File: config.mk
export PLATFORM = sky130hd
export DESIGN_NAME = stereo_disp_sched
export DESIGN_NICKNAME = d
export VERILOG_FILES = /design/src/rtl/stereo_disp_sched.sv
export SDC_FILE = /design/constraint.sdc
export NUM_CORES = 1
export LEC_CHECK = 0
export CORE_UTILIZATION = 25
export CTS_CLUSTER_DIAMETER = 40
export DETAILED_ROUTE_END_ITERATION = 7
export GPL_TIMING_DRIVEN = 0
export PLACE_DENSITY_LB_ADDON = 0.15
export RECOVER_POWER = 50
export SLEW_MARGIN = 10
export SYNTH_ARGS = -nofsm -noshare
export SYNTH_HDL_FRONTEND = slang
export SYNTH_SLANG_ARGS = --single-unit
File: constraint.sdc
create_clock -name sysclk -period 6 [get_ports sysclk]
set_input_delay 1.8 -clock sysclk [delete_from_list [all_inputs] [get_ports sysclk]]
set_output_delay 1.8 -clock sysclk [all_outputs]
set_load 0.05 [all_outputs]
File: src/rtl/stereo_disp_sched.sv
// Stereo disparity scheduler: reads the left and right calc strip buffers and runs a
// sum-of-absolute-differences block match over MAX_DISP disparities, reporting the best one.
module stereo_disp_sched #(
    parameter int ADDR_W   = 11,
    parameter int DATA_W   = 3,
    parameter int WIN      = 16,
    parameter int MAX_DISP = 64,
    parameter int RD_LAT   = 2,
    parameter int SAD_W    = DATA_W + $clog2(WIN)
) (
    input  logic                        sysclk,
    input  logic                        reset,
    input  logic                        start,
    input  logic [ADDR_W-1:0]           base,
    output logic [ADDR_W-1:0]           rdaddrl,
    output logic                        rdenl,
    input  logic [DATA_W-1:0]           datal,
    output logic [ADDR_W-1:0]           rdaddrr,
    output logic                        rdenr,
    input  logic [DATA_W-1:0]           datar,
    output logic                        busy,
    output logic                        done,
    output logic [$clog2(MAX_DISP)-1:0] disparity,
    output logic [SAD_W-1:0]            min_sad
);
    localparam int DISP_W = $clog2(MAX_DISP);
    localparam int I_W    = $clog2(WIN);
    localparam int LAT_W  = $clog2(RD_LAT) + 1;

    typedef enum logic [1:0] {IDLE, RUN, DRAIN, DONE} state_t;

    // Tag travelling alongside each address pair until its read data returns.
    typedef struct packed {
        logic              valid;
        logic              first;
        logic              last;
        logic [DISP_W-1:0] d;
    } tag_t;

    state_t              state_q, state_d;
    logic [ADDR_W-1:0]   base_q;
    logic [I_W-1:0]      i_q, i_nxt;
    logic [DISP_W-1:0]   d_q, d_nxt;
    logic                rden_q;
    logic                last_i, last_pair;
    logic [LAT_W-1:0]    drain_q;
    tag_t                cur_tag, tl;
    tag_t                pipe_q [RD_LAT];
    logic [DATA_W:0]     diff_lr, diff_rl, abs_x;
    logic [SAD_W-1:0]    sad_q, sad_sum, best_sad_q, best_sad_nxt;
    logic [DISP_W-1:0]   best_d_q, best_d_nxt;
    logic                better;

    assign rdenl = rden_q;
    assign rdenr = rden_q;
    assign busy  = (state_q != IDLE);
    assign done  = (state_q == DONE);

    assign last_i    = (i_q == I_W'(WIN - 1));
    assign last_pair = last_i && (d_q == DISP_W'(MAX_DISP - 1));
    assign i_nxt     = last_i ? '0 : i_q + I_W'(1);
    assign d_nxt     = last_i ? d_q + DISP_W'(1) : d_q;
    assign cur_tag   = '{valid: rden_q, first: (i_q == '0), last: last_i, d: d_q};
    assign tl        = pipe_q[RD_LAT-1];

    // Absolute difference in DATA_W+1 bits; the sign bit picks which subtraction to keep.
    assign diff_lr = {1'b0, datal} - {1'b0, datar};
    assign diff_rl = {1'b0, datar} - {1'b0, datal};
    assign abs_x   = diff_lr[DATA_W] ? diff_rl : diff_lr;
    assign sad_sum = tl.first ? SAD_W'(abs_x) : sad_q + SAD_W'(abs_x);

    // Strict improvement only, so ties keep the lower disparity; d = 0 always seeds.
    assign better       = tl.valid && tl.last && ((tl.d == '0) || (sad_sum < best_sad_q));
    assign best_sad_nxt = better ? sad_sum : best_sad_q;
    assign best_d_nxt   = better ? tl.d : best_d_q;

    always_ff @(posedge sysclk) begin
        if (reset) state_q <= IDLE;
        else       state_q <= state_d;
    end

    // NOTE: every signal written in always_comb gets a default first so no latch is inferred.
    always_comb begin
        state_d = state_q;
        case (state_q)
            IDLE:    if (start) state_d = RUN;
            RUN:     if (last_pair) state_d = DRAIN;
            DRAIN:   if (drain_q == LAT_W'(RD_LAT - 1)) state_d = DONE;
            DONE:    state_d = IDLE;
            default: state_d = IDLE;
        endcase
    end

    // NOTE: sequential state uses non-blocking assignments only, so every register sees pre-edge values.
    always_ff @(posedge sysclk) begin
        if (reset) begin
            // NOTE: the tag pipeline and accumulators are cleared too so a reset discards in-flight reads.
            base_q     <= '0;
            rdaddrl    <= '0;
            rdaddrr    <= '0;
            rden_q     <= 1'b0;
            i_q        <= '0;
            d_q        <= '0;
            drain_q    <= '0;
            sad_q      <= '0;
            best_sad_q <= '0;
            best_d_q   <= '0;
            disparity  <= '0;
            min_sad    <= '0;
            for (int k = 0; k < RD_LAT; k++) pipe_q[k] <= '0;
        end else begin
            case (state_q)
                IDLE: if (start) begin
                    base_q  <= base;
                    rdaddrl <= base;
                    rdaddrr <= base;
                    rden_q  <= 1'b1;
                    i_q     <= '0;
                    d_q     <= '0;
                end
                RUN: if (last_pair) begin
                    rden_q  <= 1'b0;
                    rdaddrl <= '0;
                    rdaddrr <= '0;
                    drain_q <= '0;
                end else begin
                    i_q     <= i_nxt;
                    d_q     <= d_nxt;
                    rdaddrr <= base_q + ADDR_W'(i_nxt);
                    rdaddrl <= base_q + ADDR_W'(i_nxt) + ADDR_W'(d_nxt);
                end
                DRAIN:   drain_q <= drain_q + LAT_W'(1);
                default: ;
            endcase

            pipe_q[0] <= cur_tag;
            for (int k = 1; k < RD_LAT; k++) pipe_q[k] <= pipe_q[k-1];

            if (tl.valid) sad_q <= sad_sum;
            best_sad_q <= best_sad_nxt;
            best_d_q   <= best_d_nxt;

            // The final window's compare lands on the same edge that enters DONE.
            if (state_q == DRAIN && state_d == DONE) begin
                disparity <= best_d_nxt;
                min_sad   <= best_sad_nxt;
            end
        end
    end
endmodule

==> results of run 1 <==
[what timing repair did]
item	CTS	global route
buffers inserted	2	0
endpoints found under the setup margin	26	26
pin swaps	1	8
gates resized for setup	21	17
[cell type report]
| cell class | instances | area [um2] |
|---|---|---|
| fillers | 2078 | 13200 |
| multi-input cells | 422 | 2930 |
| flip-flops and latches | 99 | 1980 |
| repair buffers | 59 | 597 |
| well taps | 265 | 332 |
| clock buffers | 10 | 229 |
| plain buffers | 29 | 131 |
| inverters | 28 | 105 |
| clock inverters | 6 | 71.3 |
[where the power goes]
| group | switching [mW] | leakage [nW] | internal, mW |
|---|---|---|---|
| clock | 0.274 | 0.145 | 0.329 |
| combinational | 0.191 | 1.58 | 0.102 |
| sequential | 0.0152 | 0.806 | 0.680 |
| total | 0.480 | 2.53 | 1.11 |
[routing by layer]
metal	part of all wire	vias up	global-route usage
met2	0.46	73	0.233
li1	-	2134	-
met4	0.0086	0	0.0308
met5	0	-	0
met3	0.034	7	0.0376
met1	0.50	1985	0.190
[worst max-delay path, stage by stage]
cell	delay, ps
clkdlybuf4s50_1	480
inv_1	50
ha_2	310
o21a_1	150
or4b_4	510
inv_1	80
ha_1	270
and3_1	180
a221o_1	330
xnor2_2	210
nor2_4	90
ha_4	270
nand2_1	50
o21ai_2	190
a211oi_2	80
o311ai_4	330
buf_6	240
mux2i_4	290
a211oi_2	100
[how the worst max path moves through the flow]
stage,end,startpoint
after global placement,min_sad[4]$_SDFFE_PP0P_,datal[1]
after global routing,min_sad[4]$_SDFFE_PP0P_,datal[1]
after floorplan,min_sad[1]$_SDFFE_PP0P_,datar[0]
final,min_sad[4]$_SDFFE_PP0P_,datal[2]
after CTS,min_sad[4]$_SDFFE_PP0P_,datar[0]
after detailed placement,min_sad[4]$_SDFFE_PP0P_,datal[1]
[logic make-up (layout without fill, tap and decap cells)]
kind of cell | Yosys count | in the layout | share of synthesized area
AOI/OAI and AO/OA | 122 | 122 | 0.169
buffers and inverters | 57 | 132 | 0.0477
DFF | 99 | 99 | 0.397
xor gates and xnor gates | 25 | 25 | 0.0439
muxes | 24 | 24 | 0.0482
adders and majority gates | 35 | 35 | 0.0954
and+or+nand+nor | 216 | 216 | 0.198
[cells in the final DEF, fill, tap and decap left out, types with 3 or more instances in the layout]
cell	n
dfxtp_1	99
nor2_1	89
nand2_1	52
a21oi_1	32
clkdlybuf4s50_1	30
inv_1	28
ha_1	26
a211oi_1	24
clkbuf_1	23
dlygate4sd3_1	23
nor2b_1	20
o21ai_0	19
mux2i_1	17
nor3_1	13
xnor2_1	13
xor2_1	11
clkbuf_16	9
a211oi_2	8
nand3_1	7
a21o_1	6
o21a_1	5
nand2b_1	5
or3_1	4
and3_1	4
and2_1	4
a22oi_1	4
mux2i_4	4
fa_1	4
buf_6	3
a31oi_1	3
mux2i_2	3
dlymetal6s2s_1	3
[state kept, by name, indices dropped and copies added, names as in the netlist]
signal      flops
d_q             6
rdaddrl        11
best_sad_q      7
disparity       6
rdenl           1
best_d_q        6
pipe_q         18
min_sad         7
base_q         11
rdaddrr        11
state_q         2
sad_q           7
drain_q         2
i_q             4
==> flow_metrics.py, run 1 <==
metrics = {
    "clocking": {
        "cts_tree": "built",
        "worstSkewPairLatency_ps": 350,
        "clk_pin_slew_ps": 70,
        "htree_levels": 3,
        "cts-buffers-inserted": 9,
        "clock-sinks": 99,
        "cts_hold_buffers": 0,
        "clk_path_buf_depth": 2,
        "cts_root_buf": "clkbuf_16",
    },
    "power": {
        "ir_drop_mv": 0.132,
        "powerDensity_nw_per_um2": 250,
        "total_power_mw": 1.59,
        "leakagePower_nw": 2.53,
    },
    "setup_path": {
        "reg2reg_depth": 16,
        "cp.arrival_ps": 6020,
        "r2r_setup_slack_ps": 2140,
        "end_kind": "flop",
        "cp_data_required_time_ps": 6210,
        "critical_path.max_fanout": 7,
        "reg2reg_from": "i_q[0]$_SDFFE_PP0P_",
        "r2r_end": "rdaddrl[10]$_SDFFE_PP0P_",
        "worstSetupStartpointType": "input pin",
        "crit_type": "input pin to flop",
    },
    "flow_run": {
        "max-cap-violations": 0,
    },
    "floorplanning": {
        "io-pin-count": 59,
        "fp.dieArea_um2": 20500,
        "die_h_um": 143,
        "start_util": 0.255,
        "num_rows": 51,
        "fp.dieW_um": 143,
        "core_um2": 19500,
    },
    "worst_hold_path": {
        "hold_start": "pipe_q[0][1]$_SDFF_PP0_",
        "hold_end": "pipe_q[0][10]$_SDFF_PP0_",
        "hold_path_class": "flop to flop",
        "whs_path_depth": 1,
    },
    "outcome": {
        "outcome": "finished clean",
    },
    "sta": {
        "fin_skew_ps": 5.89,
        "setup_viol": 0,
        "worst_slew_pin_slew_ps": 809,
        "fmax_ghz": 0.172,
        "fin_crit_sh": 0.968,
        "tns_ps": 0,
        "slew_headroom": 0.461,
        "holdWs_ps": 435,
        "maxSlewViolCount": 0,
        "report.final.hold_viol_count": 0,
        "period_minus_slack_ps": 5810,
        "setup_ws_ps": 190,
    },
    "synthesis": {
        "synthTopCellsByArea": "dfxtp_1 (40%), ha_1 (7.5%), nor2_1 (6.9%), mux2i_1 (4.8%), nand2_1 (4.0%)",
        "syn-num-nets": 633,
        "synthFlopType": "dfxtp_1",
        "yosys.cell_count.top_type": "dfxtp_1",
        "async_flop_share": 0,
        "synth_edf_count": 0,
        "seq_area_frac_synth": 0.397,
        "yosysTopAreaCellShare": 0.397,
        "synth_area_um2": 4990,
        "syn_area_per_cell_um2": 8.63,
        "yosysTopAreaCell": "dfxtp_1",
        "synth_cell_type_count": 54,
        "syn-instance-count": 578,
        "synth_common_cells": "dfxtp_1 (99), nor2_1 (91), nand2_1 (53), a21oi_1 (35), ha_1 (30)",
        "yosys_register_bits": 99,
        "yosysWarnings": 0,
    },
    "place": {
        "place_hpwl_um": 10500,
        "numPortBuffers": 57,
        "place_ws_ps": -907,
        "place_congestion": 0.853,
        "place_area_um2": 5890,
        "dp.cells": 900,
    },
    "global_route": {
        "grt_max_degree": 18,
        "track_usage": 0.144,
        "antenna_found_initial": 0,
        "grt_pass1_vias": 4137,
        "grt_overflow": 0,
        "grt_pass1_wl_um": 22200,
    },
    "final_layout": {
        "areaGrowthSynthToFinish_pct": 27.8,
        "final_nets": 703,
        "drive_gt1_frac": 0.0919,
        "layout.cells.non_filler": 918,
        "finalInstanceArea_um2": 6370,
        "fin_util": 0.326,
        "n_antenna_cell": 0,
    },
    "drt": {
        "routed_wl_um": 14000,
        "drc": 0,
        "firstDrtPassIters": 6,
        "vias": 4199,
        "final_antenna_net_count": 0,
        "drtIter0Drc": 174,
        "routedWlPerCell_um": 15.2,
        "via_per_inst": 4.57,
    },
}
No activity file was read; power rests on OpenSTA's default activity.
==> run 2: changes to the inputs <==
--- a/config.mk
+++ b/config.mk
@@ -5,6 +5,7 @@
 export SDC_FILE = /design/constraint.sdc
 export NUM_CORES = 1
 export LEC_CHECK = 0
+export ABC_AREA = 1
 export CORE_UTILIZATION = 25
 export CTS_CLUSTER_DIAMETER = 40
 export DETAILED_ROUTE_END_ITERATION = 7
==> run 2 against run 1 <==
Against the previous run:
- count of clock-buffer cells in the layout down 1
- via count grew 12%
- utilization decreased by 1.1 points
- non-clock buffer count down 4
- power is 8.9% higher
- first-iteration DRC count increased by 6.9%
- worst hold slack worse by 41 ps
==> flow_metrics.py, run 2 <==
metrics = {
    "floorplanning": {
        "num_rows": 52,
        "die_h_um": 147,
        "io-pin-count": 59,
        "fp.dieArea_um2": 21600,
        "core_um2": 20400,
        "fp.dieW_um": 147,
        "start_util": 0.257,
    },
    "synthesis": {
        "syn-instance-count": 740,
        "synth_cell_type_count": 38,
        "yosysTopAreaCellShare": 0.377,
        "seq_area_frac_synth": 0.377,
        "async_flop_share": 0,
        "syn-num-nets": 795,
        "yosysWarnings": 0,
        "synth_edf_count": 0,
        "yosys.cell_count.top_type": "nand2_1",
        "synthTopCellsByArea": "dfxtp_1 (38%), nand2_1 (11%), inv_1 (8.2%), ha_1 (7.1%), nand3_1 (6.2%)",
        "synthFlopType": "dfxtp_1",
        "synth_area_um2": 5250,
        "yosys_register_bits": 99,
        "synth_common_cells": "nand2_1 (150), inv_1 (115), dfxtp_1 (99), nand3_1 (65), nor2_1 (65)",
        "syn_area_per_cell_um2": 7.10,
        "yosysTopAreaCell": "dfxtp_1",
    },
    "setup_path": {
        "reg2reg_depth": 25,
        "critical_path.max_fanout": 10,
        "end_kind": "flop",
        "r2r_setup_slack_ps": 2190,
        "crit_type": "input pin to flop",
        "cp_data_required_time_ps": 6250,
        "cp.arrival_ps": 5720,
        "worstSetupStartpointType": "input pin",
    },
    "place": {
        "place_hpwl_um": 11000,
        "dp.cells": 1068,
        "place_congestion": 0.866,
        "numPortBuffers": 58,
    },
    "drt": {
        "via_per_inst": 4.35,
        "firstDrtPassIters": 4,
        "final_antenna_net_count": 0,
        "vias": 4710,
        "drtIter0Drc": 186,
        "drc": 0,
        "routedWlPerCell_um": 12.9,
        "routed_wl_um": 14000,
    },
    "clocking": {
        "ctsResizeCount": 0,
        "cts-buffers-inserted": 9,
        "clock-sinks": 99,
        "cts_hold_buffers": 0,
        "cts_setup_buffers": 0,
        "clk_path_buf_depth": 2,
        "htree_levels": 3,
        "worstSkewPairLatency_ps": 350,
        "clk_pin_slew_ps": 80,
        "cts_root_buf": "clkbuf_16",
        "cts_tree": "built",
    },
    "sta": {
        "setup_viol": 0,
        "maxSlewViolCount": 0,
        "fin_skew_ps": 9.01,
        "rsz0062_at_grt": "no",
        "worst_slew_pin_slew_ps": 673,
        "report.final.hold_viol_count": 0,
        "period_minus_slack_ps": 5470,
        "fmax_ghz": 0.183,
        "fin_crit_sh": 0.912,
        "slew_headroom": 0.552,
        "holdWs_ps": 394,
        "tns_ps": 0,
    },
    "global_route": {
        "grt_overflow": 0,
        "grt_max_degree": 19,
        "antenna_found_initial": 0,
        "grt_pass1_wl_um": 23200,
        "grt_pass1_vias": 4644,
        "track_usage": 0.137,
    },
    "final_layout": {
        "multi_input_area_um2": 2680,
        "largest-register": "pipe_q",
        "layout_common_cells": "nand2_1 (150), inv_1 (116), dfxtp_1 (99)",
        "largest_reg_flops": 18,
        "regArea_um2": 1980,
        "n_antenna_cell": 0,
        "drive_gt1_frac": 0.0602,
        "areaGrowthSynthToFinish_pct": 22.6,
        "final_nets": 864,
        "fillers": 2280,
        "layout.cells.non_filler": 1084,
        "final_common_cell": "nand2_1",
    },
    "power": {
        "ir_drop_mv": 0.144,
        "leakagePower_nw": 2.95,
        "powerDensity_nw_per_um2": 269,
    },
    "outcome": {
        "outcome": "finished clean",
    },
    "worst_hold_path": {
        "whs_path_depth": 2,
        "hold_path_class": "flop to flop",
    },
    "flow_run": {
        "max-cap-violations": 0,
    },
}
run 2: cell count changes after synthesis, sizes merged, moves of 9 or more:
cell / before / now
nor3: 14 / 3
mux2i: 24 / 0
nand3: 7 / 66
xnor2: 14 / 5
nor2b: 20 / 0
nor2: 92 / 68
nand4: 2 / 21
o21ai: 21 / 58
nand2: 53 / 163
inv: 28 / 118
a211oi: 32 / 1
a21oi: 35 / 44
clkbuf: 22 / 11
run 2: path summary, 6_finish.rpt:
check	from	to
min reg2reg	pipe_q[0][0]$_SDFF_PP0_	pipe_q[0][9]$_SDFF_PP0_
max reg2reg	i_q[0]$_SDFFE_PP0P_	rdaddrl[9]$_SDFFE_PP0P_
min	pipe_q[0][0]$_SDFF_PP0_	pipe_q[0][9]$_SDFF_PP0_
max	datal[2]	disparity[3]$_SDFFE_PP0P_
run 2: layout make-up:
type / count / share of cell area
clock inverters: 7 / 0.00914
flip-flops and latches: 99 / 0.308
well taps: 270 / 0.0525
plain buffers: 26 / 0.0189
clock buffers: 9 / 0.0350
multi-input cells: 496 / 0.417
repair buffers: 58 / 0.0902
inverters: 119 / 0.0698
run 2: routing by layer:
| layer | global-route usage | wire length, um | share of wire |
|---|---|---|---|
| met3 | 0.0267 | 477 | 0.034 |
| met4 | 0.0366 | 195 | 0.014 |
| met1 | 0.165 | 6360 | 0.45 |
| met5 | 0 | 0 | 0 |
| met2 | 0.248 | 6950 | 0.50 |
run 2: worst max-delay path, stage by stage:
cell and delay, ps:
clkdlybuf4s50_1 480, inv_1 50, ha_1 270, buf_2 160, a21oi_1 240, nand2_1 130, o21ai_1 180, inv_1 100
fa_1 470, nand3_1 100, nand2_1 80, or2_2 280, nand3_1 120, inv_1 60, ha_1 300, a21oi_1 130
o21a_1 120, nand2_1 70, nand2_2 110, buf_4 170, nand3_1 110, nand4_1 130, nand2_1 60
run 2: through the flow:
stage	setup WS [ps]	power (mW)	area, um2	util
final	528	1.73	6440	0.315
after CTS	524	1.77	6450	0.316
after global routing	179	1.84	6440	0.315
after detailed placement	145	1.20	6170	0.302
after global placement	119	1.20	6170	0.302
after floorplan	1080	1.05	5250	-
run 2: logic make-up (layout without fill, tap and decap cells):
| kind of cell | Yosys count | in the layout | synth area share |
|---|---|---|---|
| flip-flops | 99 | 99 | 0.377 |
| buffers and inverters | 145 | 219 | 0.109 |
| AND/OR/NAND/NOR | 331 | 331 | 0.282 |
| XOR/XNOR | 16 | 16 | 0.0267 |
| AO/OA/AOI/OAI | 114 | 114 | 0.114 |
| adder cells (fa/ha/maj) | 35 | 35 | 0.0905 |
run 2: report_power, final:
part | internal, mW | total, mW | switching, mW
logic | 0.140 | 0.438 | 0.298
clock network | 0.289 | 0.568 | 0.279
registers | 0.700 | 0.726 | 0.0268
total | 1.13 | 1.73 | 0.604
